`config.mk`:
```
export PLATFORM = sky130hd
export DESIGN_NAME = router_grant_arbiter
export DESIGN_NICKNAME = d
export VERILOG_FILES = /design/src/rtl/router_grant_arbiter_pkg.sv /design/src/rtl/router_grant_arbiter_port.sv /design/src/rtl/router_grant_arbiter.sv
export SDC_FILE = /design/constraint.sdc
export NUM_CORES = 1
export LEC_CHECK = 0
export ABC_CLOCK_PERIOD_IN_PS = 2500
export BUFFER_PORTS_ARGS = -buffer_cell sky130_fd_sc_hd__buf_2
export CAP_MARGIN = 30
export CORE_MARGIN = 1
export CORE_UTILIZATION = 35
export CTS_CLUSTER_SIZE = 12
export DETAILED_ROUTE_END_ITERATION = 7
export HOLD_SLACK_MARGIN = 0.1
export SLEW_MARGIN = 0
export SYNTH_ARGS = -nofsm -noshare
export SYNTH_HDL_FRONTEND = slang
export SYNTH_SLANG_ARGS = --single-unit
```
`constraint.sdc`:
```
create_clock -name CLK -period 2.5 [get_ports CLK]
set_clock_uncertainty 0.2 [all_clocks]
set_input_delay 0.375 -clock CLK [delete_from_list [all_inputs] [get_ports CLK]]
set_output_delay 0.375 -clock CLK [all_outputs]
set_load 0.02 [all_outputs]
```
`src/rtl/router_grant_arbiter_pkg.sv`:
```
// Package router_arb_pkg: shared types and constants for the router grant arbiter.
//   arb_state_t : per-port packet FSM state (IDLE = free, LOCKED = mid-packet)
//   PORT_*      : output merge index (P, C1, C2)
//   SEL_*       : grant token value (which merge input gets the flit)
package router_arb_pkg;

  typedef enum logic {ARB_IDLE = 1'b0, ARB_LOCKED = 1'b1} arb_state_t;

  localparam int   PORT_P  = 0;
  localparam int   PORT_C1 = 1;
  localparam int   PORT_C2 = 2;

  localparam logic SEL_IN0 = 1'b0;
  localparam logic SEL_IN1 = 1'b1;

endpackage

```
`src/rtl/router_grant_arbiter_port.sv`:
```
// grant_rr_port: grant scheduler for one 2:1 output merge.
// Packet-level round-robin between In0/In1, a grant-token FIFO and an
// issued-grant counter.
// Ports:
//   clk, reset   : clock, synchronous active-high reset
//   req_valid[i] : merge input i has a flit routed here
//   req_tail[i]  : that flit ends its packet (qualified by req_valid[i])
//   req_ready[i] : request from input i accepted this cycle
//   grant_valid  : a token is waiting at the FIFO head
//   grant_sel    : head token value (0 = In0, 1 = In1)
//   grant_ready  : merge consumes the head token
//   grant_count  : tokens pushed since reset (wraps)
//   dbg_state    : current FSM state
// Handshake: a request or token moves on a cycle where valid and ready are
// both high at the clock edge; a requester holds valid/tail until ready, and
// dropping valid before ready has no effect.
module grant_rr_port
  import router_arb_pkg::*;
#(
  parameter int GQ_DEPTH = 4,
  parameter int CNT_W    = 16
) (
  input  logic             clk,
  input  logic             reset,
  input  logic [1:0]       req_valid,
  input  logic [1:0]       req_tail,
  output logic [1:0]       req_ready,
  output logic             grant_valid,
  output logic             grant_sel,
  input  logic             grant_ready,
  output logic [CNT_W-1:0] grant_count,
  output arb_state_t       dbg_state
);

  localparam int AW = $clog2(GQ_DEPTH);

  arb_state_t  state;
  logic        owner;
  logic        prio;
  logic [AW:0] wr_ptr;
  logic [AW:0] rd_ptr;
  logic        mem [GQ_DEPTH];

  logic        full;
  logic        empty;
  logic        winner;
  logic        cand_valid;
  logic        accept;
  logic        pop;

  // Extra pointer bit separates full from empty when the index bits match.
  assign empty = (wr_ptr == rd_ptr);
  assign full  = (wr_ptr[AW] != rd_ptr[AW]) &&
                 (wr_ptr[AW-1:0] == rd_ptr[AW-1:0]);

  // Acceptance uses the registered full flag only, so a pop in the same
  // cycle never opens a path from grant_ready to req_ready.
  always_comb begin
    winner     = SEL_IN0;
    cand_valid = 1'b0;
    if (state == ARB_LOCKED) begin
      winner     = owner;
      cand_valid = req_valid[owner];
    end else begin
      cand_valid = |req_valid;
      if (req_valid == 2'b11) winner = prio;
      else                    winner = req_valid[1];
    end
    accept    = cand_valid && !full && !reset;
    req_ready = 2'b00;
    if (accept) req_ready[winner] = 1'b1;
  end

  assign pop = grant_ready && !empty;

  always_ff @(posedge clk) begin
    if (reset) begin
      state       <= ARB_IDLE;
      owner       <= SEL_IN0;
      prio        <= SEL_IN0;
      wr_ptr      <= '0;
      rd_ptr      <= '0;
      grant_count <= '0;
    end else begin
      if (accept) begin
        wr_ptr      <= wr_ptr + 1'b1;
        grant_count <= grant_count + 1'b1;
        // Priority moves only when a packet completes; the input that just
        // finished a packet drops to lowest priority.
        if (req_tail[winner]) begin
          state <= ARB_IDLE;
          prio  <= ~winner;
        end else begin
          state <= ARB_LOCKED;
          owner <= winner;
        end
      end
      if (pop) rd_ptr <= rd_ptr + 1'b1;
    end
  end

  // Token storage needs no reset: contents are only visible behind the pointers.
  always_ff @(posedge clk) begin
    if (accept) mem[wr_ptr[AW-1:0]] <= winner;
  end

  assign grant_valid = !empty;
  assign grant_sel   = mem[rd_ptr[AW-1:0]];
  assign dbg_state   = state;

endmodule

```
`src/rtl/router_grant_arbiter.sv`:
```
// router_grant_arbiter: grant scheduler for the three 2:1 output merges of a
// router node. One independent grant_rr_port per merge.
// Port index: 0 = P out (In0=C1, In1=C2), 1 = C1 out (In0=C2, In1=P),
//             2 = C2 out (In0=C1, In1=P).
// Ports:
//   CLK, RESET      : clock, synchronous active-high reset
//   req_valid/tail  : [2p+i] request from input i of merge p, tail flag
//   req_ready       : [2p+i] request accepted this cycle
//   grant_valid/sel : [p] grant token available / token value
//   grant_ready     : [p] merge consumes the token
//   port_locked     : [p] merge is mid-packet
//   grant_count     : [p*CNT_W +: CNT_W] tokens pushed since reset
module router_grant_arbiter
  import router_arb_pkg::*;
#(
  parameter int NPORT    = 3,
  parameter int GQ_DEPTH = 4,
  parameter int CNT_W    = 16
) (
  input  logic                   CLK,
  input  logic                   RESET,
  input  logic [NPORT*2-1:0]     req_valid,
  input  logic [NPORT*2-1:0]     req_tail,
  output logic [NPORT*2-1:0]     req_ready,
  output logic [NPORT-1:0]       grant_valid,
  output logic [NPORT-1:0]       grant_sel,
  input  logic [NPORT-1:0]       grant_ready,
  output logic [NPORT-1:0]       port_locked,
  output logic [NPORT*CNT_W-1:0] grant_count
);

  arb_state_t port_state [NPORT];

  for (genvar p = 0; p < NPORT; p++) begin : g_port
    grant_rr_port #(
      .GQ_DEPTH (GQ_DEPTH),
      .CNT_W    (CNT_W)
    ) u_port (
      .clk         (CLK),
      .reset       (RESET),
      .req_valid   (req_valid[2*p +: 2]),
      .req_tail    (req_tail[2*p +: 2]),
      .req_ready   (req_ready[2*p +: 2]),
      .grant_valid (grant_valid[p]),
      .grant_sel   (grant_sel[p]),
      .grant_ready (grant_ready[p]),
      .grant_count (grant_count[p*CNT_W +: CNT_W]),
      .dbg_state   (port_state[p])
    );

    assign port_locked[p] = (port_state[p] == ARB_LOCKED);
  end

endmodule
```
; After elaboration in Yosys (flattened, before gate mapping)
; Memory sizes are Yosys's and may differ from the RTL's. A register that Yosys moved wholly into a read port is not among the register bits.
; Cells that the tools add are included.
[word_totals]
regBits = 75
ramBits = 12
input_bits = 17
output_inout_bits = 63
wordCells = 133
memories = 3
[op_classes]
addsub = 9
order_cmp = 9
n_eq_ne = 12
mux = 45
bitwise = 6
reduce_logical = 31
[memory_table]
columns = name, words, word_bits, read_ports, rd_ports_with_merged_regs, wr, line
row1 = g_port[0].u_port.mem, 4, 1, 1, 1, 1, router_grant_arbiter_port.sv:42  ; logic mem [GQ_DEPTH];
row2 = g_port[1].u_port.mem, 4, 1, 1, 1, 1, router_grant_arbiter_port.sv:42
row3 = g_port[2].u_port.mem, 4, 1, 1, 1, 1, router_grant_arbiter_port.sv:42
[op_table]
columns = op, n
row1 = 16-bit by 1-bit adder with 16-bit output (second input constant), 3
row2 = 1-bit two-way mux, 33
row3 = 3-bit by 1-bit adder with 3-bit output (second input constant), 6
row4 = 2-bit two-way mux, 9
row5 = 1-bit logical AND, 15
row6 = 1-bit by 2-bit < comparator with 1-bit output (second input constant), 6
row7 = 2-bit AND reduction, 6
row8 = 3-bit == test, 3
row9 = 1-bit logical NOT, 7
row10 = 2-bit == test, 3
row11 = 2-bit == test (second input constant), 3
row12 = 1-bit inverter, 6
row13 = 2-bit OR reduction, 3
row14 = 1-bit demux with 1-bit select, 3
row15 = 1-bit >= comparator (second input constant), 3
row16 = 1-bit inequality test, 3

; Longest topological paths before layout
; Gate-level depths: netlist of run 1.
[logic_depth]
ltp_word = 8
mapped_depth = 7

; By module
; A second synthesis of run 1 with hierarchy kept.
[unflattened]
cells_unflattened = 507
area_unflattened_um2 = 4812.1
[by_module_without_submodules]
columns = mod, n_inst, cells_per_inst, area_per_inst_um2
row1 = grant_rr_port (g_port[0].u_port ...), 2, 168, 1602.8
row2 = grant_rr_port (g_port[2].u_port), 1, 171, 1606.5

; Worst setup path before layout of run 1
; No wires, ideal clock.
[synth_path]
kind = input -> output
startpoint = input port req_valid[2]
endpoint = output port req_ready[3]
arrival_time_ps = 1589
required_ps = 1925
setup_slack_ps = 336
path_stages = 3
path_buffers = 0
path_cell_list = nor2b_1 -> o31ai_1 -> and3_1
[synth_via]
elab_chain_cells = 8
[synth_rtl]
columns = element, line
row1 = from (decl), router_grant_arbiter.sv:22  ; input logic [NPORT*2-1:0] req_valid,
row2 = 2-bit == test *, router_grant_arbiter_port.sv:66  ; if (req_valid == 2'b11) winner = prio;
row3 = 1-bit two-way mux *, router_grant_arbiter_port.sv:66
row4 = 1-bit two-way mux *, router_grant_arbiter_port.sv:61  ; if (state == ARB_LOCKED) begin
row5 = net g_port[1].u_port.winner, router_grant_arbiter_port.sv:46  ; logic winner;
row6 = 1-bit by 2-bit < comparator with 1-bit output (not written as such) / 1-bit >= comparator (equally long branches), router_grant_arbiter_port.sv:71  ; if (accept) req_ready[winner] = 1'b1;
row7 = 1-bit logical AND (not written as such), router_grant_arbiter_port.sv:71
row8 = 1-bit two-way mux (not written as such), router_grant_arbiter_port.sv:71
row9 = 1-bit demux with 1-bit select *, --
row10 = 2-bit two-way mux *, router_grant_arbiter_port.sv:71
row11 = to (decl), router_grant_arbiter.sv:24  ; output logic [NPORT*2-1:0] req_ready,
; Mark *: on every way through the listed nets, which the timed path passes. The rest lies on a longest branch. The select of a mux whose other input is x is not followed.

; Final worst setup path of run 1
[layout_path]
startpoint = register g_port[1].u_port.owner
endpoint = output port req_ready[3]
[layout_via]
elab_chain_cells = 6
[layout_rtl]
columns = element, line
row1 = from (decl), router_grant_arbiter_port.sv:38  ; logic owner;
row2 = from (signal assigned), router_grant_arbiter_port.sv:95  ; owner <= winner;
row3 = "1-bit two-way mux, on equally long branches", "router_grant_arbiter_port.sv:61, router_grant_arbiter_port.sv:63"
row4 = 1-bit by 2-bit < comparator with 1-bit output (not written as such) (tied with other cells), router_grant_arbiter_port.sv:71
row5 = 1-bit logical AND (not written as such) / 1-bit two-way mux (equally long branches), "router_grant_arbiter_port.sv:71, router_grant_arbiter_port.sv:61"
row6 = 1-bit two-way mux (not written as such) / 1-bit logical AND (equally long branches), "router_grant_arbiter_port.sv:71, router_grant_arbiter_port.sv:69"
row7 = 1-bit demux with 1-bit select / 1-bit logical AND (equally long branches), --
row8 = 2-bit two-way mux *, router_grant_arbiter_port.sv:71
; Every way passes the cells marked *; elsewhere a longest branch is shown, timed or not. The select of a mux whose other input is x is not followed.

==> reports/results.txt, run 1 <==
Outcome: finished clean
# setup viols final: 0
Root Buffer: clkbuf_16
Fin nets: 586
EDFF count, synth: 12
Slew Limit Headroom: 60.5%
Synth area leaders: dfxtp_1 37%, edfxtp_1 8.2%, xor2_1 6.6%
Final min period: 2380 ps
Synth unique cells: 38
Final wirelength: 9.76 mm
Setup crit start kind: flip-flop
Post-synthesis cell count: 473
Initial antenna violation count: 1
Starting Density: 36.2%
IO Count: 80
Core area: 0.0122 mm^2
Largest net degree at the start of global routing: 40
Pleak: 2.26 nW
Max VDD drop: 0.325 mV
DR vias: 3559
Most used standard cell by instance count after synthesis: dfxtp_1
Setup crit end kind: output pin
Die ar.: 0.0130 mm^2
CTS Buf Count: 9
Remaining antenna violation count: 0
RSZ-0062 raised after global routing: no
Syn avg cell area: 9.31 um^2
GPL Wtd Cong: 0.783
Final Power: 3.89 mW
Peak Freq: 0.420 GHz
Required @ worst endpoint: 1920 ps
First-pass GRT wire length: 16.2 mm
PwrDens: 735 mW/mm^2
Post-route setup slack: 121 ps
Vias/cell: 4.92
CTS HTree Levels: 3
Post-synth ARST share: 0%
Setup TNS: 0 ps
Layout cells sized above 1: 21.8%
Area Overhead vs Synth: 20.1%
Die width: 114 um
Hold Path Class: in2reg
Critical path class: reg2out
Critical path peak fanout: 13
IO Port Bufs: 79
Vias in the first global route: 3365
Post-synthesis register bit count: 93
DR WL/cell: 13.5 um
Syn Nets: 508
Max-cap viol count: 0
DRC: 0
Prevailing post-synth register cell: dfxtp_1
Initial DRC count: 128
Least-Margin Pin Slew: 590 ps
Clock Path Buffers: 2
Seq/Total Area, Yosys: 45.0%
Fin. Hold Viols: 0
CTS tree: done
CTS clk-pin slew, worst paths: 60 ps
First-pass DRT Iterations: 4
Slew Viols, Final: 0
Clock insertion delay at the later pin of the skew report: 340 ps
Warnings from Yosys: 0
Detailed placer's ending HPWL: 7.10 mm
Synth cell count leaders: 81 x dfxtp_1, 54 x nor2_1, 37 x nand2_1
Die Y: 114 um
Total GRT Usage: 15.8%
Leading area contributor after synthesis: dfxtp_1
N_diodes: 0
Netlist Area Pre-Place: 0.00440 mm^2
Clk sinks: 93
Site Rows: 40
GR Overflow Total: 0
Yosys top cell area share: 36.8%
Tcrit/Tclk final: 95.2%
CP arrival: 1800 ps
Pre-CTS setup slack: 321 ps
Finished Core Util: 43.5%
==> flip-flops by register name, indices dropped and copies added, names as in the netlist, named ones only <==
signal	flops
g_port.u_port.mem	12
g_port.u_port.owner	3
g_port.u_port.dbg_state	3
g_port.u_port.grant_count	48
g_port.u_port.wr_ptr	9
g_port.u_port.prio	3
g_port.u_port.rd_ptr	9
==> area by class of cell <==
| cell class | instances | area [um^2] |
|---|---|---|
| fillers | 1207 | 6870 |
| multi-input cells | 334 | 2220 |
| flip-flops and latches | 93 | 1980 |
| repair buffers | 93 | 504 |
| clock buffers | 12 | 256 |
| well taps | 168 | 210 |
| inverters | 20 | 75.1 |
| clock inverters | 4 | 46.3 |
==> placed cells by master, fill, tap and decap left out, drive strengths merged <==
cell,synthesis,routed
a211oi,3,3
or3,4,4
nor4,4,4
clkbuf,9,12
mux2,4,4
o31a,1,1
and3,21,21
and2,7,7
nand2,38,38
o21a,1,1
nand4,24,24
o31ai,12,12
buf,17,93
a21oi,19,19
o21ai,5,5
nor2,54,54
edfxtp,12,12
xor2,33,33
xnor2,13,13
nor3,6,6
nand3,32,32
dfxtp,81,81
clkinv,0,2
a2111oi,3,3
a31oi,3,3
nor2b,3,3
or4,3,3
nand3b,3,3
mux2i,11,11
inv,20,21
bufinv,0,1
mux4,3,3
ha,18,18
and4,3,3
o211ai,3,3
==> power by group <==
group	total, mW	internal (mW)	switching (mW)
clock network	1.39	0.827	0.566
logic	0.738	0.289	0.449
registers	1.76	1.64	0.116
==> worst max-delay path, cell delays in order (launching register included) <==
cell and delay (ps):
dfxtp_1 390, mux2i_1 130, a211oi_4 360, buf_4 250, and3_1 170, buf_2 160
==> metrics by stage <==
stage / hold slack [ps] / area, um^2 / cells
CTS: 144 / 5280 / 724
detailed placement: 285 / 4980 / 708
floorplan: 255 / 4400 / 473
finish: 157 / 5290 / 724
global route: 159 / 5290 / 724
global placement: 269 / 4980 / 708
==> per-layer routing <==
layer	vias up	routed length [um]	share of wire, %	global-route usage, %
li1	1805	-	-	-
met1	1675	4680	48	20.1
met2	63	4500	46	26.1
met3	14	393	4.0	3.07
met4	2	177	1.8	7.01
met5	-	12	0.12	0
==> cell families (layout without fill, tap and decap cells) <==
| logic type | Yosys count | after routing | share of synthesized area, % |
|---|---|---|---|
| DFF | 93 | 93 | 45.0 |
| xor gates and xnor gates | 46 | 46 | 9.15 |
| adders and majority gates | 18 | 18 | 5.11 |
| and+or+nand+nor | 202 | 202 | 22.9 |
| buffers and inverters | 46 | 129 | 4.89 |
| AOI/OAI and AO/OA | 50 | 50 | 7.90 |
| muxes | 18 | 18 | 5.06 |
==> path summary, 6_finish.rpt <==
kind,endpoint,start,slack [ps],depth (start not counted)
hold reg to reg,g_port[2].u_port.wr_ptr[2],g_port[2].u_port.wr_ptr[2],290,2
hold / removal,g_port[0].u_port.rd_ptr[1],grant_ready[0],160,3
setup / recovery,req_ready[3],g_port[1].u_port.owner,120,5
setup reg to reg,g_port[2].u_port.prio,g_port[2].u_port.wr_ptr[0],360,5
==> what timing repair did <==
item / 4_1_cts / 5_1_grt
setup endpoints to repair: 0 / 3
buffers inserted: 0 / 0
resized for setup: 0 / 2
hold buffers: 0 / 0
No activity file was read; power rests on OpenSTA's default activity.
==> run 2, diff against run 1 <==
--- a/config.mk
+++ b/config.mk
@@ -7,12 +7,13 @@
 export LEC_CHECK = 0
 export ABC_CLOCK_PERIOD_IN_PS = 2500
 export BUFFER_PORTS_ARGS = -buffer_cell sky130_fd_sc_hd__buf_2
-export CAP_MARGIN = 30
+export CAP_MARGIN = 25
 export CORE_MARGIN = 1
 export CORE_UTILIZATION = 35
 export CTS_CLUSTER_SIZE = 12
 export DETAILED_ROUTE_END_ITERATION = 7
 export HOLD_SLACK_MARGIN = 0.1
+export PLACE_DENSITY_LB_ADDON = 0.05
 export SLEW_MARGIN = 0
 export SYNTH_ARGS = -nofsm -noshare
 export SYNTH_HDL_FRONTEND = slang
==> run 2 against run 1 <==
  * Cell count grew 0.41%
  * Combinational power is essentially flat
  * Setup slack gained 37 ps
==> reports/results.txt, run 2 (synthesis gave the netlist of run 1 again) <==
Outcome: finished clean (unchanged)
Total GRT Usage: 16.4% (was 15.8%)
Final wirelength: 9.95 mm (was 9.76 mm)
Clock Power Share: 32.9% (was 35.8%)
Site Rows: 40 (unchanged)
DR WL/cell: 13.7 um (was 13.5 um)
Multi-input logic area: 0.00222 mm^2 (unchanged)
GR Layer Usage met3: 6.14% (was 3.07%)
Die Y: 114 um (unchanged)
Clock Path Buffers: 2 (unchanged)
Vias in the first global route: 3342 (was 3365)
Crit-path slowest cell: a211oi_4 (was dfxtp_1)
Met1 Use GR: 20.9% (was 20.1%)
CTS Buf Count: 9 (unchanged)
GR Overflow Total: 0 (unchanged)
Initial antenna violation count: 1 (unchanged)
Most flop-heavy register: g_port.u_port.grant_count (unchanged)
Setup crit end kind: output pin (unchanged)
RSZ-0062 raised after global routing: no (unchanged)
# setup viols final: 0 (unchanged)
Finished Core Util: 43.3% (was 43.5%)
Setup crit start kind: flip-flop (unchanged)
Final min period: 2340 ps (was 2380 ps)
DR vias: 3520 (was 3559)
Max reg flops: 48 (unchanged)
Die ar.: 0.0130 mm^2 (unchanged)
CP arrival: 1770 ps (was 1800 ps)
Critical path class: reg2out (unchanged)
First-pass GRT wire length: 16.5 mm (was 16.2 mm)
IO Count: 80 (unchanged)
Fill cells: 1225 (was 1207)
Layout cells sized above 1: 21.8% (about the same)
Grt met2 use: 26.0% (was 26.1%)
Starting Density: 36.2% (unchanged)
Register-to-Register Path Depth: 5 (unchanged)
Tcrit/Tclk final: 93.7% (was 95.2%)
Largest net degree at the start of global routing: 20 (was 40)
Detailed placer's ending HPWL: 7.28 mm (was 7.10 mm)
Grt peak-use layer: met2 (unchanged)
Final instance area: 0.00527 mm^2 (was 0.00529 mm^2)
Remaining antenna violation count: 0 (unchanged)
DP Area: 0.00499 mm^2 (was 0.00498 mm^2)
Storage cell area: 0.00198 mm^2 (about the same)
Post-route setup slack: 157 ps (was 121 ps)
Psw: 1.13 mW (about the same)
Critical path peak fanout: 10 (was 13)
Int Power: 2.59 mW (was 2.76 mW)
Pre-CTS setup slack: 249 ps (was 321 ps)
GPL Wtd Cong: 0.733 (was 0.783)
Hold Crit Depth: 3 (unchanged)
Vias/cell: 4.84 (was 4.92)
Commonest non-fill, non-tap cell in the layout: dfxtp_1 (unchanged)
CTS tree: done (unchanged)
Sw frac: 30.3% (was 29.1%)
CTS clk-pin slew, worst paths: 60 ps (about the same)
Initial DRC count: 128 (unchanged)
Worst-path cell chain: mux2i_1, a211oi_4, nand2_4, nor2_1, buf_2 (was mux2i_1, a211oi_4, buf_4, and3_1, buf_2)
Max-cap viol count: 0 (unchanged)
N_diodes: 0 (unchanged)
Combinational power share: 19.8% (was 19.0%)
Least-Margin Pin Slew: 597 ps (was 590 ps)
Hold WS: 140 ps (was 157 ps)
Clk sinks: 93 (unchanged)
DRC: 0 (unchanged)
Fin nets: 589 (was 586)
Commonest non-fill, non-tap cells in the layout: 80 x dfxtp_1, 79 x buf_2, 54 x nor2_1, 37 x nand2_1, 33 x xor2_1 (was 81 x dfxtp_1, 79 x buf_2, 54 x nor2_1, 37 x nand2_1, 33 x xor2_1)
Worst path max stage delay: 470 ps (was 390 ps)
Required @ worst endpoint: 1920 ps (about the same)
Slew Limit Headroom: 60.1% (was 60.5%)
Slew Viols, Final: 0 (unchanged)
Pleak: 2.25 nW (was 2.26 nW)
Setup TNS: 0 ps (unchanged)
Sequential Power Share: 47.3% (was 45.2%)
First-pass DRT Iterations: 4 (unchanged)
Fin. Hold Viols: 0 (unchanged)
Area Overhead vs Synth: 19.6% (was 20.1%)
Die width: 114 um (unchanged)
Core area: 0.0122 mm^2 (unchanged)
Hold Path Class: in2reg (unchanged)
Max VDD drop: 0.464 mV (was 0.325 mV)
IO Port Bufs: 79 (unchanged)
Peak Freq: 0.427 GHz (was 0.420 GHz)
PwrDens: 707 mW/mm^2 (was 735 mW/mm^2)
Clock insertion delay at the later pin of the skew report: 340 ps (about the same)
# hold bufs at CTS: 0 (unchanged)
CTS HTree Levels: 3 (unchanged)
Root Buffer: clkbuf_16 (unchanged)
run 2: changes by cell type in the layout (fill, tap and decap cells not counted), sizes merged:
| cell | before | now |
|---|---|---|
| inv | 21 | 20 |
| bufinv | 1 | 0 |
| clkinv | 2 | 6 |
| clkbuf | 12 | 10 |
| buf | 93 | 96 |
run 2: what timing repair did:
action,in CTS,in global routing
resized for setup,0,2
buffers inserted,0,1
endpoints found under the setup margin,0,3
endpoints found under the hold margin,0,0
run 2: path summary, 6_finish.rpt:
kind / start / end / slack [ps]
setup / recovery: g_port[1].u_port.owner / req_ready[2] / 160
hold / removal: grant_ready[2] / flip-flop / 140
setup reg to reg: g_port[1].u_port.owner / g_port[1].u_port.prio / 370
hold reg to reg: g_port[1].u_port.grant_count[15] / g_port[1].u_port.grant_count[15] / 280
run 2: final cells by class:
class	count	share of cell area, %
timing repair buffer	96	9.93
inverter	20	1.43
tap	168	3.99
clock buffer	10	4.35
clock inverter	6	0.570
sequential	93	37.6
multi-input combinational	334	42.1
run 2: metal layers:
metal	vias up	share of wire, %
li1	1814	-
met1	1628	48
met2	69	45
met3	7	5.6
met4	2	0.94
met5	-	0.080
run 2: power groups by stage:
stage                     registers (mW)  clock network, mW  logic, mW
after floorplan                     1.79                  0      0.587
after global placement              1.79                  0      0.732
after detailed placement            1.80                  0      0.739
after CTS                           1.76               1.27      0.743
after global routing                1.78               1.34      0.834
final                               1.76               1.22      0.738
run 2: critical path, delay by kind of cell (launching register included):
family | cells | cell delay (ps)
compound gates | 1 | 470
simple gates | 2 | 290
buf+inv | 1 | 170
flops | 1 | 340
mux | 1 | 150
run 2: through the flow:
step	instances	total power, mW
2_1_floorplan	473	2.38
3_3_place_gp	710	2.52
3_5_place_dp	710	2.54
4_1_cts	726	3.78
5_1_grt	727	3.95
6_report	727	3.72
==> run 3, diff against run 2 <==
--- a/config.mk
+++ b/config.mk
@@ -9,7 +9,7 @@
 export BUFFER_PORTS_ARGS = -buffer_cell sky130_fd_sc_hd__buf_2
 export CAP_MARGIN = 25
 export CORE_MARGIN = 1
-export CORE_UTILIZATION = 35
+export CORE_UTILIZATION = 30
 export CTS_CLUSTER_SIZE = 12
 export DETAILED_ROUTE_END_ITERATION = 7
 export HOLD_SLACK_MARGIN = 0.1
==> run 3 against run 2 <==
  * Wire length rose by 5.3%
  * Total power rose by 6.5%
  * Count of clock-buffer cells in the layout rose by 1
  * Sequential power barely moved
  * Largest power group unchanged
  * Fmax rose by 0.27%
  * Sequential share of layout area fell by 0.59 points
  * Utilization fell by 5.4 points
==> reports/results.txt, run 3 (synthesis gave the netlist of run 1 again) <==
Starting Density: 31.2% (was 36.2%)
Hold WS: 137 ps (was 140 ps)
RSZ-0062 raised after global routing: no (unchanged)
Total GRT Usage: 14.5% (was 16.4%)
Required @ worst endpoint: 1920 ps (about the same)
Vias in the first global route: 3281 (was 3342)
Initial antenna violation count: 2 (was 1)
Clk sinks: 93 (unchanged)
DR WL/cell: 14.2 um (was 13.7 um)
Commonest non-fill, non-tap cell in the layout: dfxtp_1 (unchanged)
Die Y: 123 um (was 114 um)
Fin. Hold Viols: 0 (unchanged)
Clock Path Buffers: 2 (unchanged)
Most flop-heavy register: g_port.u_port.grant_count (unchanged)
Site Rows: 43 (was 40)
DR vias: 3542 (was 3520)
CTS HTree Levels: 3 (unchanged)
Pleak: 2.28 nW (was 2.25 nW)
Fin nets: 590 (was 589)
Max VDD drop: 0.372 mV (was 0.464 mV)
# setup viols final: 0 (unchanged)
Area Overhead vs Synth: 21.4% (was 19.6%)
Remaining antenna violation count: 0 (unchanged)
Cell family contributing the most delay on the critical path: flip-flops (was compound AO/OA/AOI/OAI gates)
CP arrival: 1760 ps (was 1770 ps)
Critical path class: reg2out (unchanged)
Setup crit start kind: flip-flop (unchanged)
Max-cap viol count: 0 (unchanged)
Outcome: finished clean (unchanged)
Multi-input logic area: 0.00223 mm^2 (was 0.00222 mm^2)
Die width: 123 um (was 114 um)
Worst-path cell chain: mux2i_1, a211oi_4, buf_4, nand2_1, nor2_1, buf_2 (was mux2i_1, a211oi_4, nand2_4, nor2_1, buf_2)
Slew Viols, Final: 0 (unchanged)
Fill cells: 1491 (was 1225)
Die ar.: 0.0152 mm^2 (was 0.0130 mm^2)
Tcrit/Tclk final: 93.5% (was 93.7%)
Initial DRC count: 137 (was 128)
Hold Path Class: in2reg (unchanged)
Clock insertion delay at the later pin of the skew report: 350 ps (was 340 ps)
First-pass GRT wire length: 16.8 mm (was 16.5 mm)
Largest net degree at the start of global routing: 46 (was 20)
DRC: 0 (unchanged)
GPL Wtd Cong: 0.713 (was 0.733)
Least-Margin Pin Slew: 614 ps (was 597 ps)
First-pass DRT Iterations: 4 (unchanged)
Final min period: 2340 ps (about the same)
CTS clk-pin slew, worst paths: 60 ps (about the same)
Post-Layout Cell Count: 740 (was 727)
PwrDens: 741 mW/mm^2 (was 707 mW/mm^2)
IO Port Bufs: 79 (unchanged)
Max reg flops: 48 (unchanged)
Finished Core Util: 37.9% (was 43.3%)
Placed cells: 722 (was 710)
Core area: 0.0141 mm^2 (was 0.0122 mm^2)
Crit-path slowest cell: dfxtp_1 (was a211oi_4)
Detailed placer's ending HPWL: 7.50 mm (was 7.28 mm)
CTS tree: done (unchanged)
Setup crit end kind: output pin (unchanged)
Final Power: 3.96 mW (was 3.72 mW)
Critical path peak fanout: 6 (was 10)
Storage cell area: 0.00198 mm^2 (about the same)
IO Count: 80 (unchanged)
Root Buffer: clkbuf_16 (unchanged)
N_diodes: 0 (unchanged)
Layout cells sized above 1: 22.5% (was 21.8%)
Vias/cell: 4.79 (was 4.84)
Setup TNS: 0 ps (unchanged)
Slew Limit Headroom: 59.0% (was 60.1%)
Worst path max stage delay: 400 ps (was 470 ps)
Commonest non-fill, non-tap cells in the layout: 81 x dfxtp_1, 79 x buf_2, 54 x nor2_1, 37 x nand2_1, 33 x xor2_1 (was 80 x dfxtp_1, 79 x buf_2, 54 x nor2_1, 37 x nand2_1, 33 x xor2_1)
GR Overflow Total: 0 (unchanged)
CTS Buf Count: 9 (unchanged)
Final wirelength: 10.5 mm (was 9.95 mm)
CP bufs+invs: 2 (was 1)
# hold bufs at CTS: 0 (unchanged)
Peak Freq: 0.428 GHz (was 0.427 GHz)
-- run 3: cell count changes in the layout (fill, tap and decap cells not counted), sizes merged --
| cell | delta |
|---|---|
| bufinv | +2 |
| clkbuf | +1 |
| buf | +1 |
| clkinv | -3 |
-- run 3: worst register-to-register path, cell delays in order, from the launching register on --
cell	delay, ps
dfxtp_1	450
and4_1	290
and4_1	290
nand4_1	240
or4_1	450
a21oi_1	140
-- run 3: per-layer routing --
metal / track usage [%] / up-vias / routed length [um]
met5: 0 / - / 13
met4: 4.14 / 2 / 112
met3: 5.07 / 11 / 592
met2: 21.9 / 72 / 4630
met1: 19.4 / 1643 / 5120
li1: - / 1814 / -
-- run 3: where the power goes --
| part | leakage, nW | switching, mW | internal (mW) |
|---|---|---|---|
| Sequential | 0.770 | 0.118 | 1.64 |
| Clock | 0.153 | 0.583 | 0.873 |
| Combinational | 1.36 | 0.456 | 0.292 |
| Total | 2.28 | 1.16 | 2.81 |
-- run 3: through the flow --
stage,worst slack (ps),instance area [um^2]
final,164,5350
after CTS,38.7,5320
after global routing,0.712,5350
after floorplan,336,4400
after global placement,303,5010
after detailed placement,243,5010
-- run 3: worst paths after layout --
path,from,endpoint,slack (ps),depth (start not counted)
worst max register to register,g_port[2].u_port.grant_count[3],g_port[2].u_port.grant_count[14],370,5
worst min-delay path,grant_ready[0],g_port[0].u_port.rd_ptr[1],140,3
worst max-delay path,g_port[2].u_port.owner,req_ready[4],160,6
worst min register to register,g_port[2].u_port.grant_count[13],g_port[2].u_port.grant_count[13],290,2
-- run 3: area by class of cell --
cell class,instances,area share (%)
multi-input cells,334,41.6
flip-flops and latches,93,37.1
repair buffers,97,9.92
clock buffers,11,4.35
well taps,180,4.21
clock inverters,5,1.40
inverters,20,1.40
-- run 3: what timing repair did --
action | 4_1_cts | 5_1_grt
buffers inserted | 0 | 2
endpoints found under the setup margin | 0 | 6
gates resized for setup | 0 | 3
